<file path="config.mk">
export PLATFORM = sky130hd
export DESIGN_NAME = fb_arbiter
export DESIGN_NICKNAME = d
export VERILOG_FILES = /design/src/rtl/fb_pkg.sv /design/src/rtl/fb_rr_arb.sv /design/src/rtl/fb_arbiter.sv
export SDC_FILE = /design/constraint.sdc
export NUM_CORES = 1
export LEC_CHECK = 0
export ABC_AREA = 1
export BUFFER_PORTS_ARGS = -buffer_cell sky130_fd_sc_hd__buf_2
export CORE_ASPECT_RATIO = 0.8
export CORE_MARGIN = 2
export CORE_UTILIZATION = 31
export CTS_CLUSTER_DIAMETER = 200
export CTS_CLUSTER_SIZE = 14
export DETAILED_ROUTE_END_ITERATION = 12
export GPL_ROUTABILITY_DRIVEN = 0
export PLACE_DENSITY = 0.69
export REMOVE_ABC_BUFFERS = 1
export SKIP_LAST_GASP = 1
export SYNTH_ARGS = -nofsm -noshare
export SYNTH_HDL_FRONTEND = slang
export SYNTH_SLANG_ARGS = --single-unit
</file>
<file path="constraint.sdc">
create_clock -name clk -period 1.3 [get_ports clk]
set_input_delay 0 -clock clk [delete_from_list [all_inputs] [get_ports clk]]
set_output_delay 0 -clock clk [all_outputs]
set_load 0.005 [all_outputs]
</file>
<file path="src/rtl/fb_pkg.sv">
// Shared types and defaults for the framebuffer arbiter.
//   src_t      : tag identifying who owns an in-flight RAM read
//   ADDR_W_DEF : per-buffer word address width
//   DATA_W_DEF : pixel word width
package fb_pkg;
  localparam int ADDR_W_DEF = 16;
  localparam int DATA_W_DEF = 8;

  typedef enum logic [1:0] {
    SRC_NONE = 2'd0,
    SRC_SCAN = 2'd1,
    SRC_D0   = 2'd2,
    SRC_D1   = 2'd3
  } src_t;
endpackage

</file>
<file path="src/rtl/fb_rr_arb.sv">
// Two-way round-robin arbiter for the draw requesters.
//   clk, reset : clock, synchronous active-high reset
//   en         : arbitration allowed this cycle (no scan, not in reset)
//   req0/req1  : draw requests
//   gnt0/gnt1  : combinational grants, at most one high
module fb_rr_arb
  import fb_pkg::*;
(
  input  logic clk,
  input  logic reset,
  input  logic en,
  input  logic req0,
  input  logic req1,
  output logic gnt0,
  output logic gnt1
);

  // fav1 = 1 means requester 1 wins a tie; reset favours requester 0.
  logic fav1;

  always_comb begin
    gnt0 = 1'b0;
    gnt1 = 1'b0;
    if (en) begin
      if (req0 && req1) begin
        gnt0 = ~fav1;
        gnt1 = fav1;
      end else begin
        gnt0 = req0;
        gnt1 = req1;
      end
    end
  end

  always_ff @(posedge clk) begin
    if (reset) begin
      fav1 <= 1'b0;
    end else if (gnt0) begin
      fav1 <= 1'b1;
    end else if (gnt1) begin
      fav1 <= 1'b0;
    end
  end

endmodule

</file>
<file path="src/rtl/fb_arbiter.sv">
// Single-port framebuffer arbiter with double-buffer swap control.
// Scanout reads the front buffer with absolute priority; two draw
// requesters share the remaining cycles round-robin and target the
// back buffer. Buffer swaps are deferred to the next vblank rise.
//   clk, reset           : clock, synchronous active-high reset
//   vblank               : vertical blank from video timing
//   scan_*               : scanout read port (strobe request, rvalid/rdata)
//   d0_*, d1_*           : draw ports (held request, comb gnt, rvalid/rdata)
//   swap_req             : arm a buffer swap
//   swap_pending/done    : swap armed / one-cycle swap pulse
//   front_buf            : buffer currently scanned out
//   mem_*                : registered RAM command, mem_rdata one cycle later
module fb_arbiter
  import fb_pkg::*;
#(
  parameter int ADDR_W = ADDR_W_DEF,
  parameter int DATA_W = DATA_W_DEF
) (
  input  logic              clk,
  input  logic              reset,
  input  logic              vblank,
  input  logic              scan_req,
  input  logic [ADDR_W-1:0] scan_addr,
  output logic              scan_rvalid,
  output logic [DATA_W-1:0] scan_rdata,
  input  logic              d0_req,
  input  logic              d0_we,
  input  logic [ADDR_W-1:0] d0_addr,
  input  logic [DATA_W-1:0] d0_wdata,
  output logic              d0_gnt,
  output logic              d0_rvalid,
  output logic [DATA_W-1:0] d0_rdata,
  input  logic              d1_req,
  input  logic              d1_we,
  input  logic [ADDR_W-1:0] d1_addr,
  input  logic [DATA_W-1:0] d1_wdata,
  output logic              d1_gnt,
  output logic              d1_rvalid,
  output logic [DATA_W-1:0] d1_rdata,
  input  logic              swap_req,
  output logic              swap_pending,
  output logic              swap_done,
  output logic              front_buf,
  output logic [ADDR_W:0]   mem_addr,
  output logic              mem_we,
  output logic [DATA_W-1:0] mem_wdata,
  input  logic [DATA_W-1:0] mem_rdata
);

  src_t              tag1, tag2;
  src_t              cmd_src;
  logic [ADDR_W:0]   cmd_addr;
  logic              cmd_we;
  logic [DATA_W-1:0] cmd_wdata;
  logic              vblank_q;
  logic              vblank_rise;

  fb_rr_arb u_rr (
    .clk   (clk),
    .reset (reset),
    .en    (~scan_req & ~reset),
    .req0  (d0_req),
    .req1  (d1_req),
    .gnt0  (d0_gnt),
    .gnt1  (d1_gnt)
  );

  // Buffer bit is taken from front_buf at acceptance, so a swap on the
  // following edge cannot retarget a command already registered.
  always_comb begin
    cmd_src   = SRC_NONE;
    cmd_addr  = mem_addr;
    cmd_we    = 1'b0;
    cmd_wdata = mem_wdata;
    if (!reset) begin
      if (scan_req) begin
        cmd_src  = SRC_SCAN;
        cmd_addr = {front_buf, scan_addr};
      end else if (d0_gnt) begin
        cmd_src   = d0_we ? SRC_NONE : SRC_D0;
        cmd_addr  = {~front_buf, d0_addr};
        cmd_we    = d0_we;
        cmd_wdata = d0_wdata;
      end else if (d1_gnt) begin
        cmd_src   = d1_we ? SRC_NONE : SRC_D1;
        cmd_addr  = {~front_buf, d1_addr};
        cmd_we    = d1_we;
        cmd_wdata = d1_wdata;
      end
    end
  end

  always_ff @(posedge clk) begin
    if (reset) begin
      mem_addr  <= '0;
      mem_we    <= 1'b0;
      mem_wdata <= '0;
      tag1      <= SRC_NONE;
      tag2      <= SRC_NONE;
    end else begin
      mem_addr  <= cmd_addr;
      mem_we    <= cmd_we;
      mem_wdata <= cmd_wdata;
      tag1      <= cmd_src;
      tag2      <= tag1;
    end
  end

  // tag2 lines up with the cycle in which mem_rdata is valid.
  assign scan_rvalid = (tag2 == SRC_SCAN);
  assign d0_rvalid   = (tag2 == SRC_D0);
  assign d1_rvalid   = (tag2 == SRC_D1);
  assign scan_rdata  = mem_rdata;
  assign d0_rdata    = mem_rdata;
  assign d1_rdata    = mem_rdata;

  assign vblank_rise = vblank & ~vblank_q;

  // A swap_req coincident with the vblank rise is folded into that edge.
  always_ff @(posedge clk) begin
    if (reset) begin
      vblank_q     <= 1'b0;
      front_buf    <= 1'b0;
      swap_pending <= 1'b0;
      swap_done    <= 1'b0;
    end else begin
      vblank_q  <= vblank;
      swap_done <= 1'b0;
      if (vblank_rise && (swap_pending || swap_req)) begin
        front_buf    <= ~front_buf;
        swap_pending <= 1'b0;
        swap_done    <= 1'b1;
      end else if (swap_req) begin
        swap_pending <= 1'b1;
      end
    end
  end

endmodule

</file>
==> results.md, run 1 <==
- Final Cycle Share: 0.925
- # DRC: 0
- Worst skew pair latency: 0.28 ns
- Mapped Avg Cell Area: 6.63 µm²
- CTS root buf: clkbuf_8
- Final setup fails: 0
- Final Max Slew Viols: 0
- Crit-path max FO: 9
- CP Capture Type: flop
- Initial antenna violation count: 0
- TNS Setup: 0 ns
- Num ports: 139
- R2R depth: 7
- Fin nets: 493
- Register area: 701 µm²
- Die Y: 77.1 µm
- Vias in the first global route: 2057
- 1st-pass router iterations: 4
- Iter 0 DRT Violations: 111
- Startpoint Class: flop
- # H-tree levels: 2
- Pwr Density: 917 mW/mm²
- Post-Layout Inst Area: 0.00274 mm²
- VDD IR max: 0.384 mV
- Multi-input logic area: between 800 and 900 µm²
- Yosys cell types: 24
- Cts bufs inserted: 5
- CTS Buffer Depth: 2
- Seq/Total Area, Yosys: 0.339
- Cells after Synth: 312
- Vias/cell: between 4 and 5
- Die ar.: 0.00735 mm²
- Final ANT Viol Nets: 0
- Hold Path Class: in -> out
- Fmax: 0.832 GHz
- WHS Path Cells: 0
- Final Skew: 0.00587 ns
- Port buffer count: 106
- Switch share: 0.274
- Flop pwr share: 0.468
- Largest net degree at the start of global routing: 27
- RSZ-0062 raised after global routing: no
- Gr usage total: 0.168
- Fin. Hold Viols: 0
- First-pass GRT wire length: 9.77 mm
- Diodes inserted: 0
- Die Width: 95.4 µm
- TritonCTS Sinks: 35
- Placed inst area: ~0.0025 mm²
- Area growth from synthesis to layout: 32.6%
- MaxCap Viol Count: 0
- Worst-margin pin slew: 0.282 ns
- Arr. time, crit path: 1.37 ns
- Final WL: 6.09 mm
- WS Path Type: reg -> reg
- Int Pwr: 1.83 mW
- Final HPWL DP: 4.59 mm
- Gr ovfl total: 0
- Via count: 2226
- Fin crit period: 1.20 ns
- FP Rows: 26
- Status: complete, no violations
- Core box area: approximately 0.0064 mm²
- Worst relative slew slack: 0.810
- Synth warn: 0
- Starting Density: 0.323
- Synth Register Bits: 35
- Gate power share: 0.217
- Worst Path Required: 1.47 ns
- CTS tree: done
- Layout cells sized above 1: 0.330
- Synth Cell Area: 0.00207 mm²
- Reg clk slew, reported paths: 0.07 ns
- Switch Pwr: 0.689 mW
- Leakage: 1.59 nW
- # fillers: 700
- Wire per inst: 12.3 µm
- Clock Power Share: 0.315
## critical path, cell delays in order, from the launching register on
cell and delay [ns]:
dfxtp_1 0.33, nand2_2 0.09, nand3_4 0.15, buf_4 0.20, nand2_1 0.05, nand2_1 0.09, nor2_1 0.12, nor2_1 0.05
## cell usage in the layout (no fill, tap or decap), drive strengths merged
cell         instances
buf                120
nand2               67
inv                 57
dfxtp               35
nand3               28
nor2                27
a21oi               20
o21ai               20
dlygate4sd3         11
nand4                9
o21a                 8
clkbuf               6
clkinv               4
## flip-flops by register name (all words and copies together), names as in the netlist
name / cells
tag1: 2
swap_pending: 1
swap_done: 1
tag2: 2
vblank_q: 1
mem_addr: 17
mem_we: 1
u_rr.fav1: 1
mem_wdata: 8
front_buf: 1
## final timing paths
check | start | end | slack (ns)
max reg2reg | u_rr.fav1 | mem_addr[5] | 0.1
max | u_rr.fav1 | mem_addr[5] | 0.1
min reg2reg | tag1[0] | tag2[0] | 0.41
min | mem_rdata[5] | scan_rdata[5] | 0.00009
## per-stage QoR
stage / setup WS, ns / hold slack (ns) / util / power, mW / cells
finish: 0.0981 / 0.0000893 / 0.428 / 2.52 / 496
global route: 0.00529 / 0.0000819 / 0.428 / 2.70 / 496
CTS: 0.0544 / 0.0000999 / 0.426 / 2.55 / 494
detailed placement: 0.0910 / 0.0000999 / 0.395 / 1.72 / 476
global placement: 0.115 / 0.0000999 / 0.395 / 1.71 / 476
floorplan: 0.0877 / 0 / - / 1.42 / 274
## timing repair
| action | 4_1_cts | 5_1_grt |
|---|---|---|
| endpoints found under the hold margin | 11 | 0 |
| gates resized for setup | 0 | 1 |
| endpoints found under the setup margin | 0 | 4 |
| hold buffers | 11 | 0 |
| setup buffers | 0 | 2 |
## power groups by stage
stage          Sequential, mW  Combinational (mW)  Clock (mW)
2_1_floorplan            1.21               0.217           0
3_3_place_gp             1.20               0.508           0
3_5_place_dp             1.20               0.518           0
4_1_cts                  1.18               0.545       0.828
5_1_grt                  1.19               0.618       0.888
6_report                 1.18               0.545       0.793
## Yosys cell counts
cell,n,area (µm²)
nand2_1,66,248
inv_1,56,210
dfxtp_1,35,701
nand3_1,27,135
buf_4,26,195
nor2_1,25,93.8
a21oi_1,19,95.1
o21ai_0,16,80.1
nand4_1,9,56.3
o21a_1,8,60.1
buf_6,6,67.6
buf_2,3,15.0
clkbuf_1,3,11.3
clkinv_1,2,7.51
o21ai_1,2,10.0
a21oi_2,1,8.76
clkinv_2,1,5.00
inv_2,1,3.75
nand2_2,1,6.26
nand3_4,1,17.5
nor2_2,1,6.26
nor2_4,1,11.3
o21ai_2,1,8.76
o21ai_4,1,16.3
## layer usage
metal,track usage,part of all wire,vias to the layer above
met1,0.211,0.44,954
met2,0.259,0.44,127
met5,0.00758,0,-
met3,0.0756,0.12,6
met4,0.0435,0.0079,0
li1,-,-,1139
## final cells by class
cell class,instances,area share
clock buffer,6,0.0301
clock inverter,1,0.00182
inverter,60,0.0825
multi-input combinational,179,0.311
sequential,35,0.255
tap,84,0.0383
timing repair buffer,131,0.281
## logic make-up (layout without fill, tap and decap cells)
group / count (synthesis) / after routing / share of synthesized area
buffers and inverters: 98 / 198 / 0.249
flip-flops: 35 / 35 / 0.339
AO/OA/AOI/OAI: 48 / 48 / 0.135
AND/OR/NAND/NOR: 131 / 131 / 0.278
No activity file was read; power rests on OpenSTA's default activity.
==> run 2, diff against run 1 <==
Settings changed: ABC_AREA 1 to 0, ABC_CLOCK_PERIOD_IN_PS set to 1300, PLACE_DENSITY 0.69 to 0.71, REMOVE_ABC_BUFFERS 1 to unset.
==> results.md, run 2 <==
- Fin. Hold Viols: 0 (unchanged)
- Via count: 2114 (-5.0%)
- Final Cycle Share: 0.978 (+0.0538)
- Final WL: 6.44 mm (+5.8%)
- Leakage: 1.31 nW (-17%)
- CP Buf/Inv Count: 0 (-1)
- Iter 0 DRT Violations: 167 (+50%)
- Max FFs per register: 17 (unchanged)
- Vias in the first global route: 2098 (+2.0%)
- Fmax: 0.786 GHz (-5.5%)
- Final HPWL DP: 4.13 mm (-10%)
- Main synth FF type: dfxtp_1
- Fin nets: 434 (-12%)
- WS Path Type: reg -> reg
- # fillers: 593 (-15%)
- Largest stage delay, worst path: 0.64 ns (+0.31 ns)
- Most common cell in the netlist: nand2_1
- Synth warn: 0 (unchanged)
- Worst skew pair latency: 0.28 ns (about the same)
- Final setup fails: 0 (unchanged)
- Slowest CP cell: or4_2
- FP Rows: 25 (-3.8%)
- Cells after Synth: 230 (-26%)
- Detail Route met3 WL: 451 µm (-36%)
- CP startpoint: mem_addr[9]
- Biggest register: mem_addr
- Num ports: 139 (unchanged)
- Fin crit period: 1.27 ns (+0.0700 ns)
- Commonest non-fill, non-tap cell in the layout: buf_2
- Crit-path cells: or4_2, o21ai_0, a311oi_1
- Vias/cell: 4.88 (+8.8%)
- # H-tree levels: 2 (unchanged)
- WL met1: 2.71 mm (+1.8%)
- Reg clk slew, reported paths: 0.07 ns (about the same)
- Diodes inserted: 0 (unchanged)
- Final Max Slew Viols: 0 (unchanged)
- Arr. time, crit path: 1.40 ns (+0.03 ns)
- Synth Cell Area: 0.00194 mm² (-6.5%)
- Crit-path max FO: 2 (-7)
- Initial antenna violation count: 0 (unchanged)
- Synth top area share: 0.362 (+0.0234)
- Startpoint Class: flop
- CP Capture Type: flop
- Registers with the most flip-flops: mem_addr (17), mem_wdata (8)
- Pre-CTS WS: -0.401 ns (-0.492 ns)
- CTS Buffer Depth: 2 (unchanged)
- Asr flop ratio synth: 0 (unchanged)
- Die ar.: 0.00690 mm² (-6.2%)
- Gr ovfl total: 0 (unchanged)
- Hold Path Class: in -> out
- Final ANT Viol Nets: 0 (unchanged)
- Syn Nets: 311
- CTS tree: done
- 1st-pass router iterations: 4 (unchanged)
- Met2 wire len: 3.21 mm (+20%)
- Worst Path Required: 1.43 ns (-0.04 ns)
- Die Y: 74.7 µm (-3.1%)
- Mapped Avg Cell Area: 8.42 µm² (+27%)
- Final Skew: 0.00305 ns (-0.00282 ns)
- Pwr Density: 880 mW/mm² (-4.0%)
- Port buffer count: 106 (unchanged)
- Worst relative slew slack: 0.578 (-0.232)
- VDD IR max: 0.398 mV (+3.8%)
- Die Width: 92.3 µm (-3.2%)
- Cts bufs inserted: 5 (unchanged)
- Status: complete, no violations
- MaxCap Viol Count: 0 (unchanged)
- Crit path max-delay family: simple AND/OR/NAND/NOR gates
- Worst-margin pin slew: 0.632 ns (+0.350 ns)
- Top post-synthesis cells by area: dfxtp_1 (36%), a311oi_1 (11%), buf_4 (10%)
- Hold Startpoint: mem_rdata[3]
- Area growth from synthesis to layout: 49.3%
- # DRC: 0 (unchanged)
- Total power: 2.54 mW (+1.0%)
- RSZ-0062 raised after global routing: yes
- Synth cell count leaders: nand2_1 (36), dfxtp_1 (35), buf_4 (26), a311oi_1 (24)
- Seq/Total Area, Yosys: 0.362 (+0.0234)
- Max layer used: met4
- Gr usage total: 0.183 (+0.0149)
- EDFF count, synth: 0 (unchanged)
- Leading cell types in the layout, fill and taps excluded: buf_2 (106), dlygate4sd3_1 (38), nand2_1 (36), dfxtp_1 (35), a311oi_1 (24)
- Yosys cell types: 34 (+42%)
- Wire per inst: 14.9 µm (+21%)
- Layout cells sized above 1: 0.409 (+0.0790)
- CTS root buf: clkbuf_8
- Placed Cells: 388 (-18%)
- First-pass GRT wire length: 9.91 mm (+1.4%)
- Largest net degree at the start of global routing: 35 (+30%)
- Starting Density: 0.324 (+0.00106)
- Core box area: 0.00597 mm² (-6.8%)
- Cell taking the most area after synthesis: dfxtp_1
- Setup ws final: 0.0282 ns (-0.0700 ns)
- Final Non-Filler Cells: 433 (-13%)
- Synth Register Bits: 35 (unchanged)
- TritonCTS Sinks: 35 (unchanged)
- Reg2reg start: mem_addr[9]
## run 2: cell count changes in the layout (fill, tap and decap cells not counted), sizes merged, moves of 14 or more
cell and delta:
nor2b +14, nand2 -31, nor2 -23, a311oi +24, inv -54, nand3 -20, dlygate4sd3 +27
## run 2: routing by layer
layer | GRT usage | up-vias
met3 | 0.0430 | 10
met2 | 0.338 | 105
met1 | 0.214 | 945
li1 | - | 1054
met5 | 0 | -
met4 | 0.0564 | 0
## run 2: what timing repair did
action,4_1_cts,5_1_grt
endpoints found under the setup margin,25,8
hold buffers,38,0
hold endpoints to repair,22,0
buffers inserted,0,1
pin swaps,0,1
gates resized for setup,2,14
## run 2: path summary, 6_finish.rpt
kind | slack (ns) | to | cells past startpoint
worst min-delay path | 0.000004 | d1_rdata[3] | 0
worst max register to register | 0.03 | mem_addr[9] | 3
worst max-delay path | 0.03 | mem_addr[9] | 3
worst min register to register | 0.44 | tag2[0] | 1
## run 2: kinds of logic after synthesis
kind of cell           after synthesis  share of synthesized area
flip-flops                          35                      0.362
buffers and inverters               47                      0.167
AO/OA/AOI/OAI                       67                      0.251
AND/OR/NAND/NOR                     81                      0.220
## run 2: power by group
| group | switching, mW | internal, mW | total (mW) | leakage [nW] |
|---|---|---|---|---|
| registers | 0.0355 | 1.15 | 1.18 | 0.290 |
| clock network | 0.359 | 0.357 | 0.716 | 0.0371 |
| logic | 0.292 | 0.353 | 0.645 | 0.988 |
## run 2: per-stage QoR
stage | utilization | hold slack, ns | area [µm²] | setup TNS, ns
finish | 0.484 | 0.00000426 | 2890 | 0
global route | 0.484 | 0.0000157 | 2890 | -0.0906
CTS | 0.476 | 0.0000707 | 2840 | 0
detailed placement | 0.398 | 0.0000707 | 2380 | -8.13
global placement | 0.398 | 0.0000707 | 2380 | -6.12
floorplan | - | 0.0808 | 1940 | 0
## run 2: final cells by class
| cell class | count | area, µm² | share of cell area |
|---|---|---|---|
| Timing Repair Buffer | 160 | 1060 | 0.368 |
| Multi-Input combinational cell | 148 | 940 | 0.325 |
| Sequential cell | 35 | 701 | 0.243 |
| Tap cell | 81 | 101 | 0.0351 |
| Clock buffer | 6 | 72.6 | 0.0251 |
| Inverter | 3 | 11.3 | 0.00390 |
==> run 3, diff against run 2 <==
Settings changed: HOLD_SLACK_MARGIN set to 0.08.
==> results.md, run 3 (same netlist as run 2, synthesis figures left out) <==
- Commonest non-fill, non-tap cell in the layout: buf_2
- First-pass GRT wire length: 10.9 mm (+10%)
- Max FFs per register: 17 (unchanged)
- Diodes inserted: 0 (unchanged)
- Leading cell types in the layout, fill and taps excluded: buf_2 (106), dlygate4sd3_1 (67), nand2_1 (36), dfxtp_1 (35), a311oi_1 (24)
- Fin nets: 463 (+6.7%)
- Pwr Density: 831 mW/mm² (-5.6%)
- Reg clk slew, reported paths: 0.07 ns (about the same)
- 1st-pass router iterations: 4 (unchanged)
- Final Max Slew Viols: 0 (unchanged)
- Vias in the first global route: 2329 (+11%)
- Int Pwr: 1.92 mW (+3.1%)
- Final HPWL DP: 4.13 mm (unchanged)
- CTS tree: done
- Reg2reg start: mem_addr[9]
- Starting Density: 0.324 (unchanged)
- Worst relative slew slack: 0.562 (-0.0162)
- Min Hold Slack: 0.132 ns (+0.132 ns)
- VDD IR max: 0.407 mV (+2.2%)
- Die ar.: 0.00690 mm² (unchanged)
- Reg2reg end: mem_addr[9]
- Final Cycle Share: 0.982 (+0.00334)
- Flop pwr share: 0.448 (-0.017)
- MaxCap Viol Count: 0 (unchanged)
- # DRC: 0 (unchanged)
- Num ports: 139 (unchanged)
- Worst-margin pin slew: 0.656 ns (+0.0242 ns)
- Startpoint Class: flop
- Port buffer count: 106 (unchanged)
- Status: complete, no violations
- Wire per inst: 15.3 µm (+3.2%)
- Final setup fails: 0 (unchanged)
- Gr usage total: 0.202 (+0.0196)
- Registers with the most flip-flops: mem_addr (17), mem_wdata (8)
- Via count: 2247 (+6.3%)
- CP startpoint: mem_addr[9]
- Leakage: 1.44 nW (+9.2%)
- Worst Setup EP: mem_addr[9]
- Cts bufs inserted: 5 (unchanged)
- Switch share: 0.275 (+0.00544)
- Arr. time, crit path: 1.40 ns (about the same)
- Placed inst area: 0.00238 mm² (unchanged)
- GR Util met2: 0.380 (+0.0414)
- Flop2flop setup slack: 0.02 ns (about the same)
- Fin crit period: 1.28 ns (+0.00435 ns)
- Fmax: 0.784 GHz (-0.34%)
- Largest net degree at the start of global routing: 35 (unchanged)
- Core box area: 0.00597 mm² (unchanged)
- Clock Power Share: 0.273 (-0.009)
- Met3 usage: 0.0521 (+0.00901)
- CTS Buffer Depth: 2 (unchanged)
- Die Width: 92.3 µm (unchanged)
- Layout cells sized above 1: 0.378 (-0.0311)
- Area growth from synthesis to layout: 64.3%
- Biggest register: mem_addr
- Final Skew: 0.00426 ns (+0.00121 ns)
- CTS root buf: clkbuf_8
- Hold Path Class: in -> reg
- Final ANT Viol Nets: 0 (unchanged)
- R2R depth: 3 (unchanged)
- # H-tree levels: 2 (unchanged)
- CP Capture Type: flop
- Initial antenna violation count: 0 (unchanged)
- Fin. Hold Viols: 0 (unchanged)
- Iter 0 DRT Violations: 85 (-49%)
- TritonCTS Sinks: 35 (unchanged)
- Met1 Usage GRT: 0.223 (+0.00931)
- Post-Layout Inst Area: 0.00318 mm² (+10%)
- Multi-input logic area: 940 µm² (unchanged)
- Worst skew pair latency: 0.28 ns (about the same)
- Gr ovfl total: 0 (unchanged)
- Gate power share: 0.279 (+0.026)
- Worst Path Required: 1.42 ns (about the same)
- Vias/cell: 4.86 (-0.38%)
- Register area: 701 µm² (unchanged)
- RSZ-0062 raised after global routing: yes
- Switch Pwr: 0.727 mW (+6.0%)
- Die Y: 74.7 µm (unchanged)
- # fillers: 561 (-5.4%)
- Final WL: 7.09 mm (+10%)
- Crit-path max FO: 2 (unchanged)
- FP Rows: 25 (unchanged)
- WS Path Type: reg -> reg
- Busiest grt layer: met2
==> run 3: worst min path at each step <==
stage                   from           end  slack (ns)  cells past startpoint
5_1_grt        scan_addr[12]  mem_addr[12]        0.16                      3
3_5_place_dp    mem_rdata[0]   d0_rdata[0]     0.00007                      0
4_1_cts        scan_addr[13]  mem_addr[13]        0.13                      3
6_report        scan_addr[0]   mem_addr[0]        0.13                      3
3_3_place_gp    mem_rdata[0]   d0_rdata[0]     0.00007                      0
2_1_floorplan   mem_rdata[0]   d0_rdata[0]        0.08                      1
==> run 3: power groups by stage <==
| stage | combinational, mW | clock, mW | sequential (mW) |
|---|---|---|---|
| floorplan | 0.330 | 0 | 1.21 |
| global placement | 0.517 | 0 | 1.20 |
| detailed placement | 0.527 | 0 | 1.20 |
| CTS | 0.701 | 0.737 | 1.18 |
| global route | 0.810 | 0.763 | 1.19 |
| finish | 0.736 | 0.723 | 1.18 |
==> run 3: area by class of cell <==
class,count,share of cell area
timing repair buffer,189,0.426
clock buffer,6,0.0228
sequential,35,0.220
inverter,3,0.00354
multi-input combinational,148,0.296
tap,81,0.0319
==> run 3: critical path, cell delays in order (launching register included) <==
cell and delay (ns):
dfxtp_1 0.31, or4_2 0.64, o21ai_0 0.11, a311oi_1 0.07
==> run 3: through the flow <==
| step | setup TNS (ns) | worst slack, ns | power [mW] | util | instances |
|---|---|---|---|---|---|
| 4_1_cts | 0 | 0.0147 | 2.62 | 0.524 | 461 |
| 5_1_grt | -0.108 | -0.0279 | 2.77 | 0.532 | 462 |
| 6_report | 0 | 0.0238 | 2.64 | 0.532 | 462 |
| 3_3_place_gp | -6.12 | -0.249 | 1.72 | 0.398 | 388 |
| 3_5_place_dp | -8.13 | -0.401 | 1.73 | 0.398 | 388 |
| 2_1_floorplan | 0 | 0.0917 | 1.54 | - | 230 |
==> run 3: timing repair <==
action,CTS,global route
pin swaps,0,1
endpoints found under the hold margin,54,0
endpoints found under the setup margin,25,8
setup buffers,0,1
gates resized for setup,2,13
hold buffers,67,0
==> run 3: per-layer routing <==
metal  part of all wire  vias up
met5                  0        -
met4              0.018        0
met3              0.064       16
met2               0.52      102
met1               0.40     1016
li1                   -     1113
